`config.mk`:
```
export PLATFORM = sky130hd
export DESIGN_NAME = unrotate16b_seq
export DESIGN_NICKNAME = d
export VERILOG_FILES = /design/src/rtl/rot16_pkg.sv /design/src/rtl/rotl_step16.sv /design/src/rtl/unrotate16b_seq.sv
export SDC_FILE = /design/constraint.sdc
export NUM_CORES = 1
export LEC_CHECK = 0
export ABC_AREA = 1
export CAP_MARGIN = 10
export CELL_PAD_IN_SITES_DETAIL_PLACEMENT = 1
export CELL_PAD_IN_SITES_GLOBAL_PLACEMENT = 2
export CORE_ASPECT_RATIO = 1.25
export CORE_UTILIZATION = 28
export CTS_CLUSTER_SIZE = 14
export DETAILED_ROUTE_END_ITERATION = 8
export MAX_ROUTING_LAYER = met4
export PLACE_DENSITY = 0.8
export SYNTH_ARGS = -nofsm -noshare
export SYNTH_HDL_FRONTEND = slang
export SYNTH_SLANG_ARGS = --single-unit
```
`constraint.sdc`:
```
create_clock -name clk -period 2.2 [get_ports clk]
set_clock_uncertainty 0.05 [all_clocks]
set_input_delay 0.44 -clock clk [delete_from_list [all_inputs] [get_ports clk]]
set_output_delay 0.44 -clock clk [all_outputs]
set_load 0.005 [all_outputs]
```
`src/rtl/rot16_pkg.sv`:
```
// Shared constants, state encoding and rotate helper for the 16-bit
// rotate/unrotate family.
package rot16_pkg;

  localparam int W     = 16;
  localparam int NSTEP = 4;

  typedef enum logic [1:0] {
    IDLE = 2'd0,
    RUN  = 2'd1,
    DONE = 2'd2
  } urot_state_t;

  // Rotate left by n with pure wrap-around: y[i] = x[(i - n) mod 16].
  function automatic logic [W-1:0] rotl16(input logic [W-1:0] x, input logic [3:0] n);
    logic [W-1:0] y;
    logic [3:0]   idx;
    y = '0;
    for (int i = 0; i < W; i++) begin
      idx  = 4'(i) - n;
      y[i] = x[idx];
    end
    return y;
  endfunction

endpackage

```
`src/rtl/rotl_step16.sv`:
```
// One conditional rotate-left stage of the log shifter. The stage amount
// is 8 >> k, so stepping k = 0..3 walks through 8, 4, 2, 1.
module rotl_step16
  import rot16_pkg::*;
(
  input  logic [W-1:0] x,
  input  logic [1:0]   k,
  input  logic         en,
  output logic [W-1:0] y
);

  logic [3:0] step_amt;

  // Select the stage amount and apply the rotate only when this bit of the amount is set.
  always_comb begin
    step_amt = 4'd8 >> k;
    y        = en ? rotl16(x, step_amt) : x;
  end

endmodule

```
`src/rtl/unrotate16b_seq.sv`:
```
// Sequential 16-bit rotate-left (inverse of the barrel rotate-right).
// One rotl_step16 stage is reused for four cycles, largest amount first.
//
// Handshake: a job is accepted on any rising edge where start=1 and the
// block is in IDLE or DONE (reset low blocks acceptance). a and s3..s0 are
// captured on that edge only. busy is high for the four RUN cycles; done
// is a one-cycle pulse and w is valid from that cycle until the next job
// completes. start during RUN is dropped, not queued.
module unrotate16b_seq
  import rot16_pkg::*;
(
  input  logic         clk,
  input  logic         rstn,
  input  logic         start,
  input  logic [W-1:0] a,
  input  logic         s3,
  input  logic         s2,
  input  logic         s1,
  input  logic         s0,
  output logic         busy,
  output logic         done,
  output logic [W-1:0] w,
  output urot_state_t  dbg_state
);

  urot_state_t  state_q, state_d;
  logic [W-1:0] r_q, r_d;
  logic [3:0]   amt_q, amt_d;
  logic [1:0]   k_q, k_d;
  logic [W-1:0] w_q, w_d;

  logic [W-1:0] step_y;
  logic [1:0]   bit_sel;
  logic         step_en;

  // Amount bit for this step: amt[3] pairs with rotate-by-8, amt[0] with rotate-by-1.
  always_comb begin
    bit_sel = 2'd3 - k_q;
    step_en = amt_q[bit_sel];
  end

  rotl_step16 u_step (
    .x  (r_q),
    .k  (k_q),
    .en (step_en),
    .y  (step_y)
  );

  // Next-state logic: accept in IDLE/DONE, step through RUN, publish w on the last step.
  always_comb begin
    state_d = state_q;
    r_d     = r_q;
    amt_d   = amt_q;
    k_d     = k_q;
    w_d     = w_q;
    case (state_q)
      IDLE, DONE: begin
        if (start) begin
          r_d     = a;
          amt_d   = {s3, s2, s1, s0};
          k_d     = 2'd0;
          state_d = RUN;
        end else begin
          state_d = IDLE;
        end
      end
      RUN: begin
        r_d = step_y;
        k_d = k_q + 2'd1;
        if (k_q == 2'(NSTEP - 1)) begin
          w_d     = step_y;
          state_d = DONE;
        end
      end
      default: begin
        state_d = IDLE;
      end
    endcase
  end

  // State and datapath registers with synchronous active-low reset.
  always_ff @(posedge clk) begin
    if (!rstn) begin
      state_q <= IDLE;
      r_q     <= '0;
      amt_q   <= '0;
      k_q     <= '0;
      w_q     <= '0;
    end else begin
      state_q <= state_d;
      r_q     <= r_d;
      amt_q   <= amt_d;
      k_q     <= k_d;
      w_q     <= w_d;
    end
  end

  // Outputs decode straight from registered state, so there is no input-to-output path.
  always_comb begin
    busy      = (state_q == RUN);
    done      = (state_q == DONE);
    w         = w_q;
    dbg_state = state_q;
  end

endmodule

```
==> metrics.txt, run 1 <==
CTS sink count=40; Initial Util=29.2%; clk_lat worst skew=290 ps; number of DRC markers in iteration 0=169; post-synthesis sequential area ratio=28.2%; hold path depth=2; fin crit period=2000 ps; worst-path maximum fanout=4; layout cells sized above 1=9.06%; setup TNS=0 ps; Die H=115 um; TritonCTS Buffers=5; drt total wl=10.6 mm; flops & latches, synth=40; gr ovfl total=0; CP delay by family, top=buffers and inverters; Post-Syn Instances=471; syn_nets=502; fin crit share=90.8%; CP cell instances=nand2_1, inv_1, clkdlybuf4s50_1; row count=40; pwr dens=686 mW/mm^2; Critical Path Sink Type=primary output; CTS max path bufs=2; final cell count without fillers=645; largest net degree at the start of global routing=33; status=completed; area delta synth->final=27.3%; Post-DRT Antenna Nets=0; R2R depth=10; Layout Nets=549; RSZ-0062 raised after global routing=no; Fin. Hold Viols=0; DRT Pass-1 Iters=4; Buf/Inv on CP=2; I/O Buffers=42; H-tree levels=2; Via density=4.99; Setup violations, final=0; EDFF count, synth=0; Mean Syn Cell Area=6.03 um^2; vias in the first global route=3312; WL per Instance=16.4 um; Synthesis Warnings=0; met2 WL=5.08 mm; post-CTS setup buffers=0; Root Driver=clkbuf_16; Hold-fix buffers, CTS=0; final core occ=37.2%; flop2flop setup slack=220 ps; max layer used=met4; ys async rst share=0%; worst hold start=amt_q[2]; CP Launch Point=dbg_state[0]; I/O pin count=43; Die ar.=0.0105 mm^2; Place WS=185 ps; relative slew slack=67.8%; Crit path required time=1710 ps; Max Slew Vio Count=0; critical path class=register to primary output; CTS tree=done; Slowest cell on crit path=clkdlybuf4s50_1; global-route wire length before repair=17.3 mm; total track usage=21.7%; max-cap violations=0; reg-to-reg endpoint=w[0]; met3 wire len=282 um; final RePlAce weighted congestion=0.926; vias post-DR=3218; # diodes=0; R2R Path Start=k_q[0]; Distinct cells, synth=26; fmax=501 MHz; Placed Cells=637; ys flop type=dfxtp_1; Critical Path AT=1510 ps; initial antenna violation count=0; Endpoint, Worst Hold=amt_q[2]; final worst setup slack=203 ps; core area=0.00971 mm^2; hold slack=413 ps; Detailed Place HPWL=8.21 mm; Clock transition at path regs=70 ps; LEAKAGE=1.71 nW; DRC viols=0; CP startpoint kind=register; Die Width=92.1 um; Slowest Stage Delay on Critical Path=520 ps; CTS resizes=0; Peak VDD IR=0.309 mV; slew of the pin with the lowest slew margin=482 ps; hold crit path type=register to register; synthesized area=0.00284 mm^2; DRT met1 WL=5.08 mm
## layout by cell type (no fill, tap or decap), types with 2 or more instances in the layout
cell type / count
nand2_1: 150
nand3_1: 114
inv_1: 52
clkdlybuf4s50_1: 42
dfxtp_1: 40
nor2_1: 35
buf_4: 17
o21ai_0: 14
nand3_2: 9
a21oi_1: 8
ha_1: 8
inv_2: 5
clkbuf_16: 5
nand2_2: 3
o21ai_1: 3
buf_12: 2
## worst max path at each step
| stage | endpoint | slack [ps] | cells past startpoint |
|---|---|---|---|
| 4_1_cts | busy | 210 | 3 |
| 3_5_place_dp | r_q[2] | 190 | 8 |
| 3_3_place_gp | r_q[2] | 220 | 8 |
| 5_1_grt | w[6] | 40 | 12 |
| 2_1_floorplan | w[8] | 400 | 13 |
| 6_report | busy | 200 | 3 |
## report_power, final
group	switching (mW)	total [mW]	internal [mW]	leakage [nW]
sequential	0.0534	0.828	0.774	0.327
clock	0.321	0.856	0.535	0.0808
combinational	0.503	0.795	0.292	1.30
total	0.877	2.48	1.60	1.71
## routing by layer
metal  vias up  track usage, %
li1       1594               -
met1      1564            27.9
met2        52            36.2
met3         8            2.12
met4         0            6.15
met5         -               -
## cell usage after synthesis (all sizes together) (2+ instances only)
master    n  area share (%)
nand2   153              20
clkbuf    3            0.40
nand3   123              23
ha        8             3.5
o21ai    18             3.3
o211ai    2            0.71
a21oi     8             1.4
buf      18             4.6
nor2     35             4.6
inv      57             7.5
dfxtp    40              28
## final cells by class
| type | count | area (um^2) |
|---|---|---|
| multi-input cells | 353 | 1690 |
| inverters | 57 | 214 |
| clock inverters | 2 | 35.0 |
| flip-flops and latches | 40 | 801 |
| well taps | 126 | 158 |
| clock buffers | 6 | 129 |
| fillers | 1321 | 6100 |
| repair buffers | 61 | 588 |
## through the flow
step / power, mW / area, um^2
after floorplan: 1.37 / 2840
after global placement: 1.62 / 3450
after detailed placement: 1.64 / 3450
after CTS: 2.50 / 3610
after global routing: 2.63 / 3610
final: 2.48 / 3610
## sequential cells by signal, indices dropped and copies added (netlist names)
name and flops:
amt_q 4, dbg_state 2, k_q 2, w 16, r_q 16
## worst min-delay path: cells and delay by family (launching register included)
kind            cells  cell delay (ps)
flops               1              300
buf+inv             1               60
compound gates      1               60
## kinds of logic (layout without fill, tap and decap cells)
kind of cell	count (synthesis)	count (layout)	share of synthesized area [%]
and+or+nand+nor	313	313	49.0
buffers and inverters	78	126	12.5
DFF	40	40	28.2
AOI/OAI and AO/OA	31	31	6.21
adders and majority gates	8	8	3.53
xor gates and xnor gates	1	1	0.573
(Power assumes the default switching activity.)
==> run 2: changes to the inputs <==
--- a/config.mk
+++ b/config.mk
@@ -15,6 +15,7 @@
 export DETAILED_ROUTE_END_ITERATION = 8
 export MAX_ROUTING_LAYER = met4
 export PLACE_DENSITY = 0.8
+export REMOVE_ABC_BUFFERS = 1
 export SYNTH_ARGS = -nofsm -noshare
 export SYNTH_HDL_FRONTEND = slang
 export SYNTH_SLANG_ARGS = --single-unit
==> metrics.txt, run 2 (same netlist as run 1, synthesis figures left out) <==
Critical Path Sink Type=primary output; area delta synth->final=29.3%; Slowest Stage Delay on Critical Path=500 ps (-20 ps); most common cell after layout, fill and taps aside=nand2_1; row count=40 (unchanged); Cell Area, Placed=0.00350 mm^2 (+1.5%); initial antenna violation count=0 (unchanged); Slowest cell on crit path=clkdlybuf4s50_1; clk_lat worst skew=290 ps (about the same); DRT Pass-1 Iters=5 (+1); fin crit period=1960 ps (-38.6 ps); H-tree levels=2 (unchanged); R2R Path Start=k_q[1]; core area=0.00971 mm^2 (unchanged); Max Slew Vio Count=0 (unchanged); CP startpoint kind=register; CTS max path bufs=2 (unchanged); Place WS=113 ps (-72.7 ps); total track usage=21.7% (+0.037 points); CP cell instances=nand2_1, inv_1, clkdlybuf4s50_1; status=completed; worst-path maximum fanout=4 (unchanged); I/O pin count=43 (unchanged); number of DRC markers in iteration 0=75 (-56%); Die Width=92.1 um (unchanged); CP delay by family, top=buffers and inverters; hold path depth=2 (unchanged); vias in the first global route=3361 (+1.5%); largest net degree at the start of global routing=27 (-18%); final cell count without fillers=652 (+1.1%); pwr dens=680 mW/mm^2 (-0.86%); WL per Instance=15.9 um (-3.0%); Die H=115 um (unchanged); R2R depth=12 (+2); slew of the pin with the lowest slew margin=554 ps (+71.9 ps); fin crit share=89.0% (-1.8 points); RSZ-0062 raised after global routing=no; Layout Nets=556 (+1.3%); Clock transition at path regs=60 ps (about the same); commonest cells after routing, fill and taps aside=nand2_1 (150), nand3_1 (114), inv_1 (52); relative slew slack=63.0% (-4.8 points); CTS resizes=0 (unchanged); # diodes=0 (unchanged); Hold-fix buffers, CTS=0 (unchanged); critical path class=register to primary output; TritonCTS Buffers=5 (unchanged); worst hold start=amt_q[2]; global-route wire length before repair=17.1 mm (-1.4%); CTS sink count=40 (unchanged); hold slack=412 ps (-1.26 ps); post-CTS setup buffers=0 (unchanged); Initial Util=29.2% (unchanged); reg-to-reg endpoint=w[6]; CTS tree=done; final worst setup slack=241 ps (+38.6 ps); LEAKAGE=1.74 nW (+1.8%); Root Driver=clkbuf_16; CP Launch Point=dbg_state[0]; I/O Buffers=42 (unchanged); Critical Path AT=1470 ps (-40 ps); Setup violations, final=0 (unchanged); Peak VDD IR=0.266 mV (-14%); Endpoint, Worst Hold=amt_q[2]; hold crit path type=register to register; final instance area=0.00367 mm^2 (+1.6%); max-cap violations=0 (unchanged); flop2flop setup slack=250 ps (+30 ps); layout cells sized above 1=10.5% (+1.4 points); vias post-DR=3180 (-1.2%); fmax=511 MHz (+2.0%); gr ovfl total=0 (unchanged); Via density=4.88 (-2.2%); Die ar.=0.0105 mm^2 (unchanged); Crit path required time=1710 ps (about the same); Post-DRT Antenna Nets=0 (unchanged); Detailed Place HPWL=8.17 mm (-0.43%); Buf/Inv on CP=2 (unchanged); Levels on crit path=3 (unchanged); DRC viols=0 (unchanged); final RePlAce weighted congestion=0.858 (-7.3%); Fin. Hold Viols=0 (unchanged); drt total wl=10.4 mm (-1.9%); setup TNS=0 ps (unchanged); Placed Cells=644 (+1.1%)
## run 2: cell types whose count changed in the layout (fill, tap and decap cells not counted)
cell / before / now
clkinvlp_4: 0 / 1
buf_4: 17 / 24
clkbuf_1: 1 / 0
## run 2: cell type report
cell class / count / area, um^2
Inverter: 57 / 214
Clock inverter: 3 / 42.5
Timing Repair Buffer: 68 / 641
Fill cell: 1290 / 6040
Clock buffer: 5 / 125
Multi-Input combinational cell: 353 / 1690
Tap cell: 126 / 158
Sequential cell: 40 / 801
## run 2: per-stage QoR
stage          util (%)  total power [mW]
5_1_grt            37.8              2.66
3_5_place_dp       36.1              1.67
4_1_cts            37.8              2.54
2_1_floorplan         -              1.32
3_3_place_gp       36.1              1.66
6_report           37.8              2.50
## run 2: routing by layer
layer / vias to the layer above / wire length [um] / track usage, %
met3: 10 / 145 / 1.99
met1: 1530 / 4700 / 25.8
met2: 30 / 5370 / 39.4
met5: - / 0 / -
li1: 1610 / - / -
met4: 0 / 137 / 5.42
## run 2: power breakdown
| group | internal [mW] | leakage [nW] | switching, mW | total [mW] |
|---|---|---|---|---|
| logic | 0.311 | 1.33 | 0.509 | 0.820 |
| registers | 0.774 | 0.327 | 0.0489 | 0.823 |
| clock network | 0.533 | 0.0798 | 0.319 | 0.852 |
| total | 1.62 | 1.74 | 0.877 | 2.50 |
## run 2: worst reg2reg max path, stage by stage, from the launching register on
cell and delay (ps):
dfxtp_1 350, buf_4 160, ha_1 240, inv_2 250
nand2_1 90, nand2_1 130, nand2_1 90, nand3_1 120
nand3_1 110, nand3_2 110, nand3_1 70, nand2_1 60
inv_1 30
## run 2: worst max path at each step
| stage | slack [ps] | endpoint |
|---|---|---|
| 4_1_cts | 210 | busy |
| 5_1_grt | 30 | w[3] |
| 6_report | 240 | busy |
| 3_3_place_gp | 200 | r_q[12] |
| 2_1_floorplan | 160 | w[0] |
| 3_5_place_dp | 110 | r_q[12] |
